`src/rtl/fetch_queue.sv`:
```
// fetch_queue: instruction prefetch FIFO feeding the decoder from a req/ack memory port,
// with flush-and-redirect on jump and fetch stop on halt.
module fetch_queue #(
    parameter int         DEPTH    = 4,
    parameter logic [7:0] RESET_PC = 8'h00
) (
    input  logic                     clk,
    input  logic                     reset,
    output logic                     mem_req,
    output logic [7:0]               mem_addr,
    input  logic                     mem_ack,
    input  logic [31:0]              mem_rdata,
    output logic [31:0]              ir,
    output logic [7:0]               ir_pc,
    output logic                     ir_valid,
    input  logic                     ir_take,
    input  logic                     jmp_inst,
    input  logic [7:0]               jmp_address,
    input  logic                     hlt_inst,
    output logic                     halted,
    output logic [$clog2(DEPTH):0]   level
);
    localparam int PW = $clog2(DEPTH);
    localparam int LW = PW + 1;
    localparam logic [LW-1:0] FULL = LW'(DEPTH);

    typedef enum logic [1:0] {IDLE, WAIT, DRAIN, HALT} state_t;

    state_t          state, state_nxt;
    logic [31:0]     q_data [DEPTH];
    logic [7:0]      q_pc   [DEPTH];
    logic [PW-1:0]   rd_ptr, wr_ptr;
    logic [LW-1:0]   level_nxt;
    logic [7:0]      fetch_pc;
    logic            discard, active, ack, hlt, jmp, pop, enq;

    assign mem_req  = state == WAIT || state == DRAIN;
    assign halted   = state == HALT;
    assign ir_valid = level != '0 && state != HALT;
    assign ir       = q_data[rd_ptr];
    assign ir_pc    = q_pc[rd_ptr];

    always_comb begin
        active    = state == IDLE || state == WAIT;
        ack       = mem_req && mem_ack;
        hlt       = hlt_inst && active;
        jmp       = jmp_inst && active && !hlt_inst;
        pop       = ir_take && ir_valid && !hlt;
        enq       = ack && state == WAIT && !discard && !jmp && !hlt;
        level_nxt = (jmp || hlt) ? '0 : level + LW'(enq) - LW'(pop);
        state_nxt = state;
        case (state)
            IDLE:    state_nxt = hlt ? HALT : (level < FULL || jmp) ? WAIT : IDLE;
            WAIT:    state_nxt = hlt ? (ack ? HALT : DRAIN) : (level_nxt < FULL ? WAIT : IDLE);
            DRAIN:   state_nxt = ack ? HALT : DRAIN;
            default: state_nxt = HALT;
        endcase
    end

    always_ff @(posedge clk or posedge reset) begin
        if (reset) begin
            state    <= IDLE;
            level    <= '0;
            rd_ptr   <= '0;
            wr_ptr   <= '0;
            fetch_pc <= RESET_PC;
            mem_addr <= RESET_PC;
            discard  <= 1'b0;
        end else begin
            state  <= state_nxt;
            level  <= level_nxt;
            rd_ptr <= (jmp || hlt) ? '0 : rd_ptr + PW'(pop);
            wr_ptr <= (jmp || hlt) ? '0 : wr_ptr + PW'(enq);
            if (jmp) begin
                // an in-flight request keeps its address; its data is dropped via discard
                fetch_pc <= jmp_address;
                discard  <= state == WAIT && !ack;
                if (state == IDLE || ack)
                    mem_addr <= jmp_address;
            end else if (ack && state == WAIT) begin
                discard  <= 1'b0;
                if (!discard)
                    fetch_pc <= fetch_pc + 8'd1;
                mem_addr <= discard ? fetch_pc : fetch_pc + 8'd1;
            end else if (state == IDLE) begin
                mem_addr <= fetch_pc;
            end
        end
    end

    always_ff @(posedge clk) begin
        if (enq) begin
            q_data[wr_ptr] <= mem_rdata;
            q_pc[wr_ptr]   <= mem_addr;
        end
    end
endmodule
```
`config.mk`:
```
export PLATFORM = sky130hd
export DESIGN_NAME = fetch_queue
export DESIGN_NICKNAME = d
export VERILOG_FILES = /design/src/rtl/fetch_queue.sv
export SDC_FILE = /design/constraint.sdc
export NUM_CORES = 1
export LEC_CHECK = 0
export CAP_MARGIN = 20
export CORE_AREA = 2 2 130 132
export CTS_CLUSTER_SIZE = 20
export DETAILED_ROUTE_END_ITERATION = 16
export DIE_AREA = 0 0 132 134
export MAX_ROUTING_LAYER = met4
export PLACE_DENSITY = 0.76
export SLEW_MARGIN = 25
export SYNTH_ARGS = -nofsm -noshare
export SYNTH_HDL_FRONTEND = slang
export SYNTH_SLANG_ARGS = --single-unit
```
`constraint.sdc`:
```
create_clock -name clk -period 9.6 [get_ports clk]
set_input_delay 0.96 -clock clk [delete_from_list [all_inputs] [get_ports clk]]
set_output_delay 0.96 -clock clk [all_outputs]
set_load 0.005 [all_outputs]
```
After elaboration in Yosys (flattened, before gate mapping) --
Memory sizes are Yosys's and may differ from the RTL's. Cells that the tools add are included. Widths: inputs -> output; s select.
Storage, ports and cells: register bits 26, RAM bits 160, bits of input ports 46, output and inout port bits 54, logic and storage cells 68, memories kept 2
Cells by class: add/sub/neg operators 5, order comparisons 2, equal/unequal tests 5, multiplexer cells 20, reductions and logical operators 27
Memory list:
- q_data | words 4, width 32, read ports 1, clocked after Yosys merged registers in 0, wr ports 1, RTL line 30 | logic [31:0] q_data [DEPTH];
- q_pc | words 4, width 8, read ports 1, clocked after Yosys merged registers in 0, wr ports 1, RTL line 31 | logic [7:0] q_pc [DEPTH];
Operator list (number):
- $mux 8 | 7
- $logic_and 1x1->1 | 12
- $add 8x1->8 const B | 1
- $mux 2 | 4
- $mux 1 | 7
- $lt 3x3->1 const B | 2
- $pmux 2 s3 | 1
- $reduce_bool 3->1 | 2
- $logic_not 1->1 | 5
- $logic_or 1x1->1 | 5
- $add 2x1->2 | 2
- $eq 2x2->1 const B | 2
- $add 3x1->3 | 1
- $mux 3 | 1
- $sub 3x1->3 | 1
- $eq 2x1->1 const B | 1
- $logic_not 2->1 | 1
- $ne 2x1->1 const B | 1
- $ne 2x2->1 const B | 1
- $reduce_and 2->1 | 1
- $reduce_bool 2->1 | 1

Depth between registers and ports, before layout --
depth in word-level cells 14, depth in mapped cells 14, mapped depth without buffers 13

Least setup slack after synthesis --
No wires, ideal clock.
path kind in2reg, from input port mem_ack, to memory q_data[1][0], enable pin, setup time 0.495 ns, arrival 4.517 ns, required time 9.105 ns, setup slack 4.588 ns, stages on the path 4, buffers on the path 1, cells stage by stage buf_2 -> and3b_1 -> nand2_1 -> nor3b_1
Between the ends: cells in the longest elaborated chain, start to end 7
Ends and longest elaborated chain:
- start: declaration | RTL line 11 | input logic mem_ack,
- $logic_and 1x1->1 | RTL line 45 | ack = mem_req && mem_ack;
- $logic_and 1x1->1 (4 in series) | RTL line 49 | enq = ack && state == WAIT && !discard && !jmp && !hlt;
- $mux 1 | RTL line 92 | if (enq) begin
- $mux 1 (not written as such) | RTL line 93 | q_data[wr_ptr] <= mem_rdata;
- end: declaration | RTL line 30
Every way passes these cells.

Final worst setup path --
from register rd_ptr[0], to output port ir[31]
Between the ends: cells in the longest elaborated chain, start to end 1
Ends and longest elaborated chain:
- start: declaration | RTL line 32 | logic [PW-1:0] rd_ptr, wr_ptr;
- start signal: assignment | RTL line 72 | rd_ptr <= (jmp || hlt) ? '0 : rd_ptr + PW'(pop);
- $mem_v2 4x32
- end: declaration | RTL line 13 | output logic [31:0] ir,
Every way passes these cells.

==> impl_metrics.py <==
metrics = {
    "status": {
        "outcome": "finished, final reports clean",
    },
    "clocking": {
        "post_cts_resize_count": 0,
        "holdBufCountCts": 0,
        "insertion_delay_ns": 0.42,
        "clock_sinks": 186,
        "cts_buffers": 17,
        "cts_tree": "built",
        "cts_setup_buffers": 0,
        "cts_max_level": 4,
        "path_clk_slew_ns": 0.06,
        "root_buffer": "clkbuf_16",
        "cts.path.max_buffers": 2,
    },
    "grt": {
        "first_global_vias": 3979,
        "grt_first_pass_wirelength_um": 21100,
        "antenna_found_initial": 1,
        "grtUsageTotal_pct": 16.2,
        "grt_max_degree": 42,
        "overflow": 0,
    },
    "finish": {
        "final_cells": 702,
        "nNetsFinal": 524,
        "drive_gt1_share_pct": 16.8,
        "syn2layout_area_growth_pct": 25.6,
        "final_cell_area_um2": 9110,
        "utilization_pct": 55.9,
    },
    "timing": {
        "fmax_mhz": 287,
        "finalSetupViolations": 0,
        "fin_ws_ns": 6.11,
        "rsz0062_at_grt": "false",
        "finalMaxSlewViolations": 0,
        "period_share_pct": 36.3,
        "worst_clock_skew_ns": 0.00659,
        "max_slew.worst_pin.slew_ns": 0.862,
        "min_period_ns": 3.49,
        "slew_headroom_pct": 42.5,
        "setup-tns-final_ns": 0,
        "final_hold_viol_count": 0,
    },
    "yosys": {
        "synth_fa_ha_area_share_pct": 1.83,
        "synth_xor_xnor_area_share_pct": 1.57,
        "synthArstFlopShare_pct": 14.0,
        "synth_top_family_by_area": "multiplexers",
        "synth_cell_types": 41,
        "synthMuxAreaShare_pct": 13.0,
        "synth_nets": 419,
        "avgSynthCellArea_um2": 20.0,
        "synth_warnings": 0,
        "synth_edf_count": 160,
        "synth_area_um2": 7260,
        "seq_area_frac_synth_pct": 75.2,
        "synthFlopType": "edfxtp_1",
        "ys_ff_latch": 186,
        "synth_compound_area_share_pct": 2.40,
        "yosys.area_share.simple_pct": 4.57,
        "postSynthCellCount": 363,
    },
    "drt": {
        "drt-pass1-iter-count": 8,
        "drc_errors": 0,
        "dr.max_layer_used": "met4",
        "met1Wirelength_um": 5430,
        "vias_per_cell": 5.29,
        "drtIter0Drc": 218,
        "wl_met2_um": 6640,
        "wl_per_cell_um": 18.6,
        "wl_met3_um": 629,
        "ant_nets": 0,
        "finalWirelength_um": 13100,
        "vias": 3712,
    },
    "placed_design": {
        "place_ws_ns": 5.79,
        "placed_area_um2": 8490,
        "place_hpwl_um": 7870,
        "place_congestion": 0.849,
        "portBuffers": 99,
        "dpl.cell_count": 669,
    },
    "job": {
        "cap_violations": 0,
    },
    "worst_setup_path": {
        "cp-start-kind": "flip-flop",
        "critPathKind": "reg2out",
        "critical_path.endpoint_type": "output pin",
        "critPathMaxFanout": 41,
        "r2r-start": "state[1]",
        "crit_required_ns": 8.64,
        "arrival_ns": 2.53,
        "critPathLaunch": "rd_ptr[0]",
        "worst-r2r-cell-count": 13,
    },
    "power": {
        "p_leak_uw": 0.00302,
        "irDropWorstVdd_mv": 0.187,
        "power_density_nw_per_um2": 273,
    },
    "floorplanning": {
        "pin_count": 100,
        "core_um2": 16300,
        "start_util_pct": 44.6,
        "rows": 47,
        "dieArea_um2": 17700,
        "die_w_um": 132,
        "chipHeight_um": 134,
    },
    "hold_path": {
        "min_path_cells": 0,
        "min_path_type": "reg2reg",
        "worstHoldStart": "mem_addr[4]",
    },
}
## flip-flops by register name, summed over array words and instances, names as in the netlist, 2 cells and up
register and cells:
state 2, q_pc 32, fetch_pc 8, level 3, mem_addr 8, wr_ptr 2
q_data 128, rd_ptr 2
## report_power, final
| group | total [µW] | switching (µW) | internal, µW |
|---|---|---|---|
| Clock | 724 | 267 | 457 |
| Sequential | 1120 | 135 | 987 |
| Combinational | 639 | 237 | 402 |
## cells in the final DEF (no fill, tap or decap), types with 4 or more instances in the layout
cell type,n
nor2_1,12
clkbuf_16,17
edfxtp_1,160
xnor2_1,8
clkbuf_1,4
bufinv_16,5
nand2_1,12
a21oi_1,5
clkdlybuf4s50_1,99
dfrtp_1,24
xor2_1,5
nor3_1,11
clkinv_1,4
mux4_2,40
inv_1,6
nand3_1,4
ha_1,9
## final cells by class
class                   instances  area (µm²)
clock buffers                  21         440
repair buffers                102        1010
inverters                       7        26.3
fillers                      1243        7180
well taps                     220         275
diodes                          1        2.50
clock inverters                11         175
multi-input cells             154        1720
flip-flops and latches        186        5460
## cells by family (layout without fill, tap and decap cells)
group	Yosys count	after routing
multiplexers	44	44
other	0	1
XOR/XNOR	13	13
buffers and inverters	23	141
AO/OA/AOI/OAI	24	24
flip-flops	186	186
adder cells (fa/ha/maj)	10	10
AND/OR/NAND/NOR	63	63
## synth_stat cells, types with 3 or more instances
| library cell | number | area, µm² |
|---|---|---|
| nor2_1 | 12 | 45.0 |
| and2_1 | 3 | 18.8 |
| nand2_1 | 12 | 45.0 |
| a31oi_1 | 3 | 18.8 |
| xnor2_1 | 8 | 70.1 |
| o221ai_1 | 3 | 26.3 |
| nand3_1 | 4 | 20.0 |
| buf_1 | 3 | 11.3 |
| nor2b_1 | 3 | 18.8 |
| mux4_2 | 40 | 901 |
| buf_2 | 8 | 40.0 |
| ha_1 | 9 | 113 |
| nor3b_1 | 4 | 30.0 |
| nor3_1 | 12 | 60.1 |
| a21oi_1 | 5 | 25.0 |
| dfrtp_1 | 26 | 651 |
| inv_1 | 7 | 26.3 |
| xor2_1 | 5 | 43.8 |
| o21ai_0 | 3 | 15.0 |
| edfxtp_1 | 160 | 4800 |
| mux2_2 | 3 | 33.8 |
| clkbuf_1 | 3 | 11.3 |
## through the flow
step	power [µW]	hold WS, ns
after global routing	2600	0.582
final	2480	0.562
after CTS	2510	0.562
after detailed placement	1790	0.548
after global placement	1770	0.533
after floorplan	1460	0.513
## critical path: stages (launching register included)
cell             delay (ns)
dfrtp_4                0.98
mux4_2                 0.62
clkdlybuf4s50_1        0.47
## worst paths after layout
kind                       slack, ns    endpoint
max in group asynchronous       8.28   rd_ptr[1]
setup / recovery                6.11      ir[31]
setup reg to reg                6.44    state[0]
hold / removal                  0.56  q_pc[0][4]
hold reg to reg                 0.56  q_pc[0][4]
min in group asynchronous       0.90    state[1]
## metal layers
layer  vias to the layer above  GRT usage [%]
li1                       1663              -
met4                         0           7.49
met3                        27           4.01
met1                      1907           19.0
met2                       115           26.4
met5                         -              -
Power figures use the tool's default switching activity.
